## config.mk

```make
export PLATFORM = sky130hd
export DESIGN_NAME = snake_key_decoder
export DESIGN_NICKNAME = d
export VERILOG_FILES = /design/src/rtl/snake_key_decoder_pkg.sv /design/src/rtl/ps2_rx_frame.sv /design/src/rtl/snake_key_decoder.sv
export SDC_FILE = /design/constraint.sdc
export NUM_CORES = 1
export LEC_CHECK = 0
export ABC_CLOCK_PERIOD_IN_PS = 5070
export CAP_MARGIN = 20
export CORE_ASPECT_RATIO = 2
export CORE_MARGIN = 2
export CORE_UTILIZATION = 50
export CTS_CLUSTER_DIAMETER = 80
export CTS_CLUSTER_SIZE = 30
export DETAILED_ROUTE_END_ITERATION = 6
export PLACE_DENSITY = 0.76
export REMOVE_ABC_BUFFERS = 1
export SYNTH_ARGS = -nofsm -noshare
export SYNTH_HDL_FRONTEND = slang
export SYNTH_HIERARCHICAL = 1
export SYNTH_SLANG_ARGS = --single-unit
```

## constraint.sdc

```tcl
create_clock -name clk100Mhz -period 5.07 [get_ports clk100Mhz]
set_input_delay 1.014 -clock clk100Mhz [delete_from_list [all_inputs] [get_ports clk100Mhz]]
set_output_delay 1.014 -clock clk100Mhz [all_outputs]
set_load 0.03 [all_outputs]
```

## src/rtl/snake_key_decoder_pkg.sv

```systemverilog
// snake_key_decoder_pkg
//  Shared definitions for the snake game keyboard front end: set-2 scan codes used by the
//  game, PS/2 prefix bytes, command strobe bit positions, the frame receiver state type and
//  the scan-code to command decode table.
package snake_key_decoder_pkg;

   // Game scan codes (set 2)
   localparam logic [7:0] KEY_S        = 8'h1B;
   localparam logic [7:0] KEY_P        = 8'h4D;
   localparam logic [7:0] KEY_R        = 8'h2D;
   localparam logic [7:0] KEY_ESC      = 8'h76;
   localparam logic [7:0] KEY_RT       = 8'h74;
   localparam logic [7:0] KEY_LF       = 8'h6B;
   localparam logic [7:0] KEY_UP       = 8'h75;
   localparam logic [7:0] KEY_DN       = 8'h72;
   localparam logic [7:0] KEY_KP_PLUS  = 8'h79;
   localparam logic [7:0] KEY_KP_MINUS = 8'h7B;

   // PS/2 prefixes
   localparam logic [7:0] PS2_BRK = 8'hF0;
   localparam logic [7:0] PS2_EXT = 8'hE0;

   // Command strobe vector layout (MSB first: start .. speedDown)
   localparam int NUM_CMDS      = 10;
   localparam int CMD_START     = 9;
   localparam int CMD_PAUSE     = 8;
   localparam int CMD_RESUME    = 7;
   localparam int CMD_STOP      = 6;
   localparam int CMD_U         = 5;
   localparam int CMD_D         = 4;
   localparam int CMD_L         = 3;
   localparam int CMD_R         = 2;
   localparam int CMD_SPEEDUP   = 1;
   localparam int CMD_SPEEDDOWN = 0;

   typedef enum logic [1:0] {RX_IDLE, RX_DATA, RX_PARITY, RX_STOP} rxState_t;

   // Un-prefixed table. Arrows are included because the keypad arrows (NumLock off) send the
   // same codes without E0 and should steer too.
   function automatic logic [NUM_CMDS-1:0] decodeBare(input logic [7:0] code);
      logic [NUM_CMDS-1:0] cmd;
      cmd = '0;
      case (code)
         KEY_S:        cmd[CMD_START]     = 1'b1;
         KEY_P:        cmd[CMD_PAUSE]     = 1'b1;
         KEY_R:        cmd[CMD_RESUME]    = 1'b1;
         KEY_ESC:      cmd[CMD_STOP]      = 1'b1;
         KEY_UP:       cmd[CMD_U]         = 1'b1;
         KEY_DN:       cmd[CMD_D]         = 1'b1;
         KEY_LF:       cmd[CMD_L]         = 1'b1;
         KEY_RT:       cmd[CMD_R]         = 1'b1;
         KEY_KP_PLUS:  cmd[CMD_SPEEDUP]   = 1'b1;
         KEY_KP_MINUS: cmd[CMD_SPEEDDOWN] = 1'b1;
         default:      cmd = '0;
      endcase
      return cmd;
   endfunction

   // With the E0 prefix only the arrow cluster is meaningful; any other extended code is
   // decoded as though it had arrived bare.
   function automatic logic [NUM_CMDS-1:0] decodeKey(input logic [7:0] code, input logic ext);
      logic [NUM_CMDS-1:0] cmd;
      cmd = '0;
      if (ext) begin
         case (code)
            KEY_UP:  cmd[CMD_U] = 1'b1;
            KEY_DN:  cmd[CMD_D] = 1'b1;
            KEY_LF:  cmd[CMD_L] = 1'b1;
            KEY_RT:  cmd[CMD_R] = 1'b1;
            default: cmd = decodeBare(code);
         endcase
      end else begin
         cmd = decodeBare(code);
      end
      return cmd;
   endfunction

endpackage

```

## src/rtl/ps2_rx_frame.sv

```systemverilog
// ps2_rx_frame
//  Receives one 11-bit PS/2 frame (start, 8 data LSB first, odd parity, stop) from the raw
//  keyboard pins. Both pins pass through a 2-FF synchronizer; everything is sampled on the
//  falling edge of the synchronized clock. A stalled frame is abandoned after TIMEOUT_CYCLES
//  without a falling edge.
// Ports
//  clk100Mhz  in   system clock
//  rst        in   asynchronous active-high reset
//  ps2Clk     in   raw PS/2 clock pin
//  ps2Data    in   raw PS/2 data pin
//  rxByte     out  last good byte
//  byteValid  out  one-cycle pulse when rxByte is updated
//  frameErr   out  one-cycle pulse on bad parity or stop bit
module ps2_rx_frame
   import snake_key_decoder_pkg::*;
#(
   parameter int TIMEOUT_CYCLES = 10000
) (
   input  logic       clk100Mhz,
   input  logic       rst,
   input  logic       ps2Clk,
   input  logic       ps2Data,
   output logic [7:0] rxByte,
   output logic       byteValid,
   output logic       frameErr
);

   localparam int TW = $clog2(TIMEOUT_CYCLES + 1);

   logic [2:0] clkSync;    // [1] is the synchronized clock, [2] its previous value
   logic [1:0] dataSync;
   logic       fallEdge;
   logic       dataBit;
   logic       timeout;

   rxState_t   state, stateNext;
   logic [7:0] shiftReg;
   logic [2:0] bitCnt;
   logic       parityBit;
   logic [TW-1:0] idleCnt;

   assign dataBit  = dataSync[1];
   assign fallEdge = clkSync[2] & ~clkSync[1];
   assign timeout  = (state != RX_IDLE) && !fallEdge && (idleCnt == TW'(TIMEOUT_CYCLES - 1));

   // Synchronizers reset to the idle-high bus level so reset release cannot fake an edge.
   always_ff @(posedge clk100Mhz or posedge rst) begin
      if (rst) begin
         clkSync  <= 3'b111;
         dataSync <= 2'b11;
      end else begin
         clkSync  <= {clkSync[1:0], ps2Clk};
         dataSync <= {dataSync[0], ps2Data};
      end
   end

   always_ff @(posedge clk100Mhz or posedge rst) begin
      if (rst) state <= RX_IDLE;
      else     state <= stateNext;
   end

   always_comb begin
      stateNext = state;
      if (timeout) begin
         stateNext = RX_IDLE;
      end else if (fallEdge) begin
         case (state)
            RX_IDLE:   if (!dataBit) stateNext = RX_DATA;
            RX_DATA:   if (bitCnt == 3'd7) stateNext = RX_PARITY;
            RX_PARITY: stateNext = RX_STOP;
            RX_STOP:   stateNext = RX_IDLE;
            default:   stateNext = RX_IDLE;
         endcase
      end
   end

   always_ff @(posedge clk100Mhz or posedge rst) begin
      if (rst) begin
         shiftReg  <= '0;
         bitCnt    <= '0;
         parityBit <= 1'b0;
         idleCnt   <= '0;
         rxByte    <= '0;
         byteValid <= 1'b0;
         frameErr  <= 1'b0;
      end else begin
         byteValid <= 1'b0;
         frameErr  <= 1'b0;

         if (state == RX_IDLE || fallEdge) idleCnt <= '0;
         else                              idleCnt <= idleCnt + TW'(1);

         if (fallEdge) begin
            case (state)
               RX_IDLE:   bitCnt <= '0;
               RX_DATA: begin
                  shiftReg <= {dataBit, shiftReg[7:1]};
                  bitCnt   <= bitCnt + 3'd1;
               end
               RX_PARITY: parityBit <= dataBit;
               RX_STOP: begin
                  // Odd parity: data plus parity bit must hold an odd number of ones.
                  if (dataBit && (^{shiftReg, parityBit})) begin
                     rxByte    <= shiftReg;
                     byteValid <= 1'b1;
                  end else begin
                     frameErr  <= 1'b1;
                  end
               end
               default: ;
            endcase
         end
      end
   end

endmodule

```

## src/rtl/snake_key_decoder.sv

```systemverilog
// snake_key_decoder
//  PS/2 keyboard front end for the snake game. Tracks the E0/F0 prefixes, decodes make codes
//  into one-hot command strobes and stretches each strobe for HOLD_CYCLES so the 40 Hz game
//  logic always sees it.
// Ports
//  clk100Mhz, rst             system clock, asynchronous active-high reset
//  ps2Clk, ps2Data            raw keyboard pins
//  start pause resume stop    command strobes (S, P, R, ESC)
//  u d l r                    direction strobes (arrows, E0 optional)
//  speedUp speedDown          keypad + / keypad -
//  scanCode                   last accepted make code
//  codeValid                  one-cycle pulse when scanCode updates
//  frameErr                   one-cycle pulse on a bad frame
module snake_key_decoder
   import snake_key_decoder_pkg::*;
#(
   parameter int HOLD_CYCLES    = 2500000,
   parameter int TIMEOUT_CYCLES = 10000
) (
   input  logic       clk100Mhz,
   input  logic       rst,
   input  logic       ps2Clk,
   input  logic       ps2Data,
   output logic       start,
   output logic       pause,
   output logic       resume,
   output logic       stop,
   output logic       u,
   output logic       d,
   output logic       l,
   output logic       r,
   output logic       speedUp,
   output logic       speedDown,
   output logic [7:0] scanCode,
   output logic       codeValid,
   output logic       frameErr
);

   localparam int HW = $clog2(HOLD_CYCLES + 1);

   logic [7:0]          rxByte;
   logic                byteValid;
   logic                brk, ext;
   logic                makeVld;
   logic [7:0]          makeCode;
   logic [NUM_CMDS-1:0] makeCmd;
   logic [NUM_CMDS-1:0] cmd;
   logic [HW-1:0]       holdCnt;

   ps2_rx_frame #(.TIMEOUT_CYCLES(TIMEOUT_CYCLES)) uRx (
      .clk100Mhz (clk100Mhz),
      .rst       (rst),
      .ps2Clk    (ps2Clk),
      .ps2Data   (ps2Data),
      .rxByte    (rxByte),
      .byteValid (byteValid),
      .frameErr  (frameErr)
   );

   // Prefix tracking and decode stage.
   always_ff @(posedge clk100Mhz or posedge rst) begin
      if (rst) begin
         brk      <= 1'b0;
         ext      <= 1'b0;
         makeVld  <= 1'b0;
         makeCode <= '0;
         makeCmd  <= '0;
      end else begin
         makeVld <= 1'b0;
         if (byteValid) begin
            if (rxByte == PS2_EXT) begin
               ext <= 1'b1;
            end else if (rxByte == PS2_BRK) begin
               brk <= 1'b1;
            end else if (brk) begin
               // Key release: swallow it, active strobes run out on their own.
               brk <= 1'b0;
               ext <= 1'b0;
            end else begin
               ext      <= 1'b0;
               makeVld  <= 1'b1;
               makeCode <= rxByte;
               makeCmd  <= decodeKey(rxByte, ext);
            end
         end
      end
   end

   // Output stage: scan code, valid pulse and stretched one-hot strobes. A new recognised key
   // overwrites cmd outright, so the previous strobe drops the same cycle the new one rises.
   always_ff @(posedge clk100Mhz or posedge rst) begin
      if (rst) begin
         scanCode  <= '0;
         codeValid <= 1'b0;
         cmd       <= '0;
         holdCnt   <= '0;
      end else begin
         codeValid <= makeVld;
         if (makeVld) scanCode <= makeCode;
         if (makeVld && (makeCmd != '0)) begin
            cmd     <= makeCmd;
            holdCnt <= HW'(HOLD_CYCLES);
         end else if (holdCnt != '0) begin
            holdCnt <= holdCnt - HW'(1);
            // Loaded with HOLD_CYCLES on the rising cycle, so clearing on the last count
            // keeps the strobe high for exactly HOLD_CYCLES cycles.
            if (holdCnt == HW'(1)) cmd <= '0;
         end
      end
   end

   assign start     = cmd[CMD_START];
   assign pause     = cmd[CMD_PAUSE];
   assign resume    = cmd[CMD_RESUME];
   assign stop      = cmd[CMD_STOP];
   assign u         = cmd[CMD_U];
   assign d         = cmd[CMD_D];
   assign l         = cmd[CMD_L];
   assign r         = cmd[CMD_R];
   assign speedUp   = cmd[CMD_SPEEDUP];
   assign speedDown = cmd[CMD_SPEEDDOWN];

endmodule

```

After elaboration in Yosys (flattened, before gate mapping)
Index checks and enable logic that the tools add are counted.
Cells by class
  add/sub/neg operators: 3
  multipliers: 0
  divide/modulo/power cells: 0
  order comparisons: 0
  eq/ne operators: 21
  shift operators: 0
  muxes and demuxes: 38
  bitwise operators: 5
  reduce and logical (&&, ||, !) cells: 25
Operators by type and width (number)
  == test 8 x 7 -> 1 bit, second input constant: 8
  two-way mux 22 bit: 2
  two-way mux 10 bit: 4
  two-way mux 1 bit: 23
  == test 22 x 1 -> 1 bit, second input constant: 1
  nonzero test 22 bit: 1
  subtractor 22 x 1 -> 22 bit, second input constant: 1
  == test 8 bit, second input constant: 2
  adder 14 x 1 -> 14 bit, second input constant: 1
  == test 14 bit, second input constant: 1
  two-way mux 14 bit: 1
  AND reduction 2 bit: 6
  two-way mux 2 bit: 5
  nonzero test 10 bit: 1
  nonzero test 2 bit: 5
  XOR reduction 9 bit: 1
  == test 8 x 5 -> 1 bit, second input constant: 1
  == test 8 x 6 -> 1 bit, second input constant: 1
  one-hot mux 2 bit (4 select lines): 1
  one-hot mux 3 bit (2 select lines): 1
  AND reduction 3 bit: 2
  == test 2 bit, second input constant: 2
  logical AND 1 bit: 4
  two-way mux 4 bit: 1
  other kinds (13): 16
Word-level totals
  bits in registers: 105
  latch bits: 0
  RAM bits: 0
  bits in read-only memories: 0
  input port bits: 4
  memories kept: 0

Logic depth before layout (Yosys ltp)
  depth in word-level cells: 7
  mapped depth: 8
  gate-level depth less buffers: 7

Hierarchy
The synthesis kept the hierarchy.
By module, submodules not included
  snake_key_decoder: instances 1, cells each 250, area an instance 2792.7 um2
  ps2_rx_frame: instances 1, cells each 160, area an instance 1929.4 um2

Worst setup path before layout
Ideal clock, no wire load.
  kind: reg2reg
  start point: register holdCnt[0]
  end point: register holdCnt[6]
  arrival: 1.859 ns
  data required time: 4.992 ns
  path slack: 3.133 ns
  cell stages (with the launch flop): 9
  path buffers: 1
  clock period less this slack: 1.937 ns
  cells stage by stage: dfrtp_1 -> inv_1 -> ha_1 -> nor4b_1 -> and2_1 -> buf_2 -> nand2_1 -> or4b_1 -> a21oi_1
Between the ends
  longest elaborated chain between the ends: 3
Ends and longest elaborated chain
  start: declaration: line snake_key_decoder.sv:48  | logic [HW-1:0] holdCnt;
  start signal: assignment: line snake_key_decoder.sv:102  | holdCnt <= HW'(HOLD_CYCLES);
  start signal: assignment: line snake_key_decoder.sv:104  | holdCnt <= holdCnt - HW'(1);
  subtractor 22 x 1 -> 22 bit: line snake_key_decoder.sv:104
  two-way mux 22 bit: line snake_key_decoder.sv:103  | end else if (holdCnt != '0) begin
  two-way mux 22 bit: line snake_key_decoder.sv:100  | if (makeVld && (makeCmd != '0)) begin
Several ways; a longest one is shown, not always the timed one. The select of a mux whose other input is x is not followed.
A chain may end at the register's enable or synchronous reset.

Worst setup path after layout
  start point: register cmd[6]
  end point: output port stop
RTL lines
  start: declaration: line snake_key_decoder.sv:47  | logic [NUM_CMDS-1:0] cmd;
  start signal: assignment: line snake_key_decoder.sv:101  | cmd <= makeCmd;
  end: declaration: line snake_key_decoder.sv:27  | output logic stop,
No word-level cell between the ends.

==> results.cfg <==
[timing]
worst_pin_slew_ns = 0.9196
hold_violations = 0
final-setup-viol-count = 0
fmax_mhz = 412.5
tns_ns = 0
period_share = 0.4782
period_minus_slack_ns = 2.424
drv_slew = 0
rsz0062_at_grt = no
relSlewSlack = 0.3802
skew_ns = 0.006488

[die]
io_pins = 24
coreArea_um2 = 9259
dieArea_um2 = 10280
fp-row-count = 50
die_h_um = 141.4
start_util = 0.5100
chipWidth_um = 72.72

[critical_path]
startpoint_type = flop
critPathBufInv = 1
reg2reg_to = holdCnt[5]
endpoint_kind = primary output
cpMaxStageDelayCell = clkdlybuf4s50_1
rr_startpoint = holdCnt[0]
crit_required_ns = 4.06
path_class = reg2out
max_stage_delay_ns = 0.69
ff2ff_path_depth = 7
critPathArrivalTime_ns = 1.41
cp_cell_sequence = clkdlybuf4s50_1
ff2ff_setup_slack_ns = 2.74
cp_top_family = buffers and inverters
crit_fanout = 2

[cts]
cts_setup_buffers = 0
ctsRootBufferMaster = clkbuf_16
cts_buffers = 9
clkSlewWorstSetupHoldPaths_ns = 0.07
numClockSinks = 104
cts_htree_levels = 3
clk_latency_ns = 0.34
cts_hold_repair.buffers = 0
clockBufferDepth = 2
tritoncts = done
ctsResizeCount = 0

[power_and_ir_drop]
switching_share = 0.2718
peakVddDrop_mv = 0.3124
combPwrFrac = 0.203
power.internal_mw = 1.661
p_leak_nw = 2.559
pwr-share-clk = 0.351
power_frac_seq = 0.446
p_switching_mw = 0.6199
power_density_nw_per_um2 = 422.1

[placement]
dp_hpwl_um = 6497
gp_congestion = 0.7998
io_buffers = 23
placed_cell_area_um2 = 5032

[synthesis]
synth_cell_types = 57
ys_seq_area_frac = 0.5525
synthXorXnorAreaFrac = 0.04902
yosys_register_bits = 104
synth-compound-area-share = 0.1031
synthFlopType = dfrtp_1
async_flop_share = 1.000
yosysWarnings = 6
syn-mean-instance-area_um2 = 11.52
syn_inst = 410
synth_edf_count = 0
yosys.area_share.simple = 0.1648
syn_area_um2 = 4722
synth_top_family_by_area = simple AND/OR/NAND/NOR gates
synth.area.mux_share = 0.07843
synthAdderAreaFrac = 0.02650

[layout]
layout-drive-gt1-share = 0.1526
regArea_um2 = 2609
diodes = 0
multi_input_area_um2 = 1992
final_nets = 448
fillers = 754
syn2layout_area_growth_pct = 14.41
final_area_um2 = 5403
utilization = 0.5835

[run]
cap_violations = 0

[drt]
first_pass_iters = 5
vias = 3200
wirelength_um = 9099
ant_nets = 0
drcViolationCount = 0
viasPerCell = 5.893
drt-initial-drc-count = 193
wl_per_cell_um = 16.76

[hold_path]
worstHoldStart = uRx/clkSync[0]
min_to = uRx/clkSync[1]
hold_class = reg2reg
hold_path_depth = 0

[global_route]
grt_pass1_wl_um = 15410
track_usage = 0.1949
overflow = 0
grt_antenna_before_repair = 0
grt_pass1_vias = 3263
grt_max_degree = 62

[status]
outcome = finished clean
synth_stat cells, types with 3 or more instances:
cell type  instances  area [um2]
nor4_1             5       31.28
dfrtp_1           99        2477
nor3_1            11       55.05
nand4_1            7       43.79
a22o_1            10       87.58
or3_1              5       31.28
nor2b_1            3       18.77
buf_2              4       20.02
mux2_2            30       337.8
nand2_1           42       157.7
inv_1             15       56.30
ha_1              10       125.1
nand3_1            7       35.03
o21ai_0           20       100.1
nand4b_1           3       26.28
xnor2_1           11       96.34
dfstp_2            5       131.4
a21oi_1           11       55.05
clkbuf_1           7       26.28
or4_1              8       60.06
o31ai_1            9       67.56
xor2_1            10       87.58
nor2_1            28       105.1
nand2b_1           6       37.54
through the flow:
stage	setup WS, ns	hold WS, ns	total power, mW	cells
global route	2.502	0.3592	2.403	543
detailed placement	2.751	0.3482	1.494	526
CTS	2.630	0.3579	2.300	542
finish	2.646	0.3564	2.281	543
floorplan	2.543	0.3452	1.378	397
global placement	2.790	0.3462	1.467	526
area by class of cell:
| type | instances | area share |
|---|---|---|
| repair buffers | 26 | 0.04817 |
| inverters | 15 | 0.01042 |
| clock buffers | 12 | 0.04748 |
| well taps | 104 | 0.02409 |
| multi-input cells | 278 | 0.3687 |
| flip-flops and latches | 104 | 0.4829 |
| clock inverters | 4 | 0.01830 |
registers in the layout, indices dropped and copies added, names as in the netlist, 8 cells and up:
register	flops
makeCmd	10
uRx/idleCnt	14
uRx/rxByte	8
cmd	10
uRx/shiftReg	8
scanCode	8
holdCnt	22
makeCode	8
per-layer routing:
| layer | global-route usage | share of wire | vias up |
|---|---|---|---|
| li1 | - | - | 1520 |
| met1 | 0.1989 | 0.36 | 1601 |
| met2 | 0.3636 | 0.58 | 57 |
| met3 | 0.01776 | 0.018 | 22 |
| met4 | 0.1218 | 0.039 | 0 |
| met5 | 0 | 0 | - |
cell usage in the layout, fill, tap and decap left out, drive strengths merged, types with 3 or more instances in the layout:
| cell type | instances |
|---|---|
| dfstp | 5 |
| o21ai | 20 |
| nand2 | 42 |
| nor2 | 29 |
| nand2b | 6 |
| clkbuf | 12 |
| or4 | 8 |
| nor4 | 7 |
| nor4b | 3 |
| bufinv | 3 |
| clkdlybuf4s50 | 23 |
| xnor2 | 11 |
| nand4 | 7 |
| nand4b | 3 |
| a22o | 10 |
| xor2 | 10 |
| or3 | 5 |
| o41ai | 3 |
| nor3 | 13 |
| mux2 | 30 |
| nor2b | 3 |
| inv | 16 |
| a21oi | 11 |
| nand3 | 7 |
| ha | 10 |
| dfrtp | 99 |
| buf | 3 |
| o31ai | 9 |
logic make-up after synthesis:
| kind of cell | after synthesis |
|---|---|
| simple gates | 144 |
| flops | 104 |
| compound gates | 69 |
| mux | 32 |
| buf+inv | 28 |
| xor+xnor | 23 |
| fa+ha+maj | 10 |
power groups by stage:
| stage | Clock [mW] | Combinational (mW) | Sequential, mW |
|---|---|---|---|
| floorplan | 0 | 0.369 | 1.01 |
| global placement | 0 | 0.442 | 1.02 |
| detailed placement | 0 | 0.461 | 1.03 |
| CTS | 0.816 | 0.466 | 1.02 |
| global route | 0.852 | 0.519 | 1.03 |
| finish | 0.800 | 0.463 | 1.02 |
worst register-to-register path, delay by kind of cell (launching register included):
kind                       cells  cell delay [ns]
AOI/OAI and AO/OA              1             0.32
xor gates and xnor gates       1             0.23
adders and majority gates      1             0.27
buffers and inverters          1             0.09
DFF                            1             0.44
and+or+nand+nor                3             0.82
worst max-delay path by stage:
stage / start / to / depth (start not counted)
after floorplan: rst / brk / 1
after detailed placement: makeCmd[6] / holdCnt[13] / 4
after global routing: holdCnt[0] / holdCnt[5] / 7
after CTS: cmd[6] / stop / 1
final: cmd[6] / stop / 1
after global placement: makeCmd[6] / holdCnt[13] / 4
No activity file was read; power rests on OpenSTA's default activity.
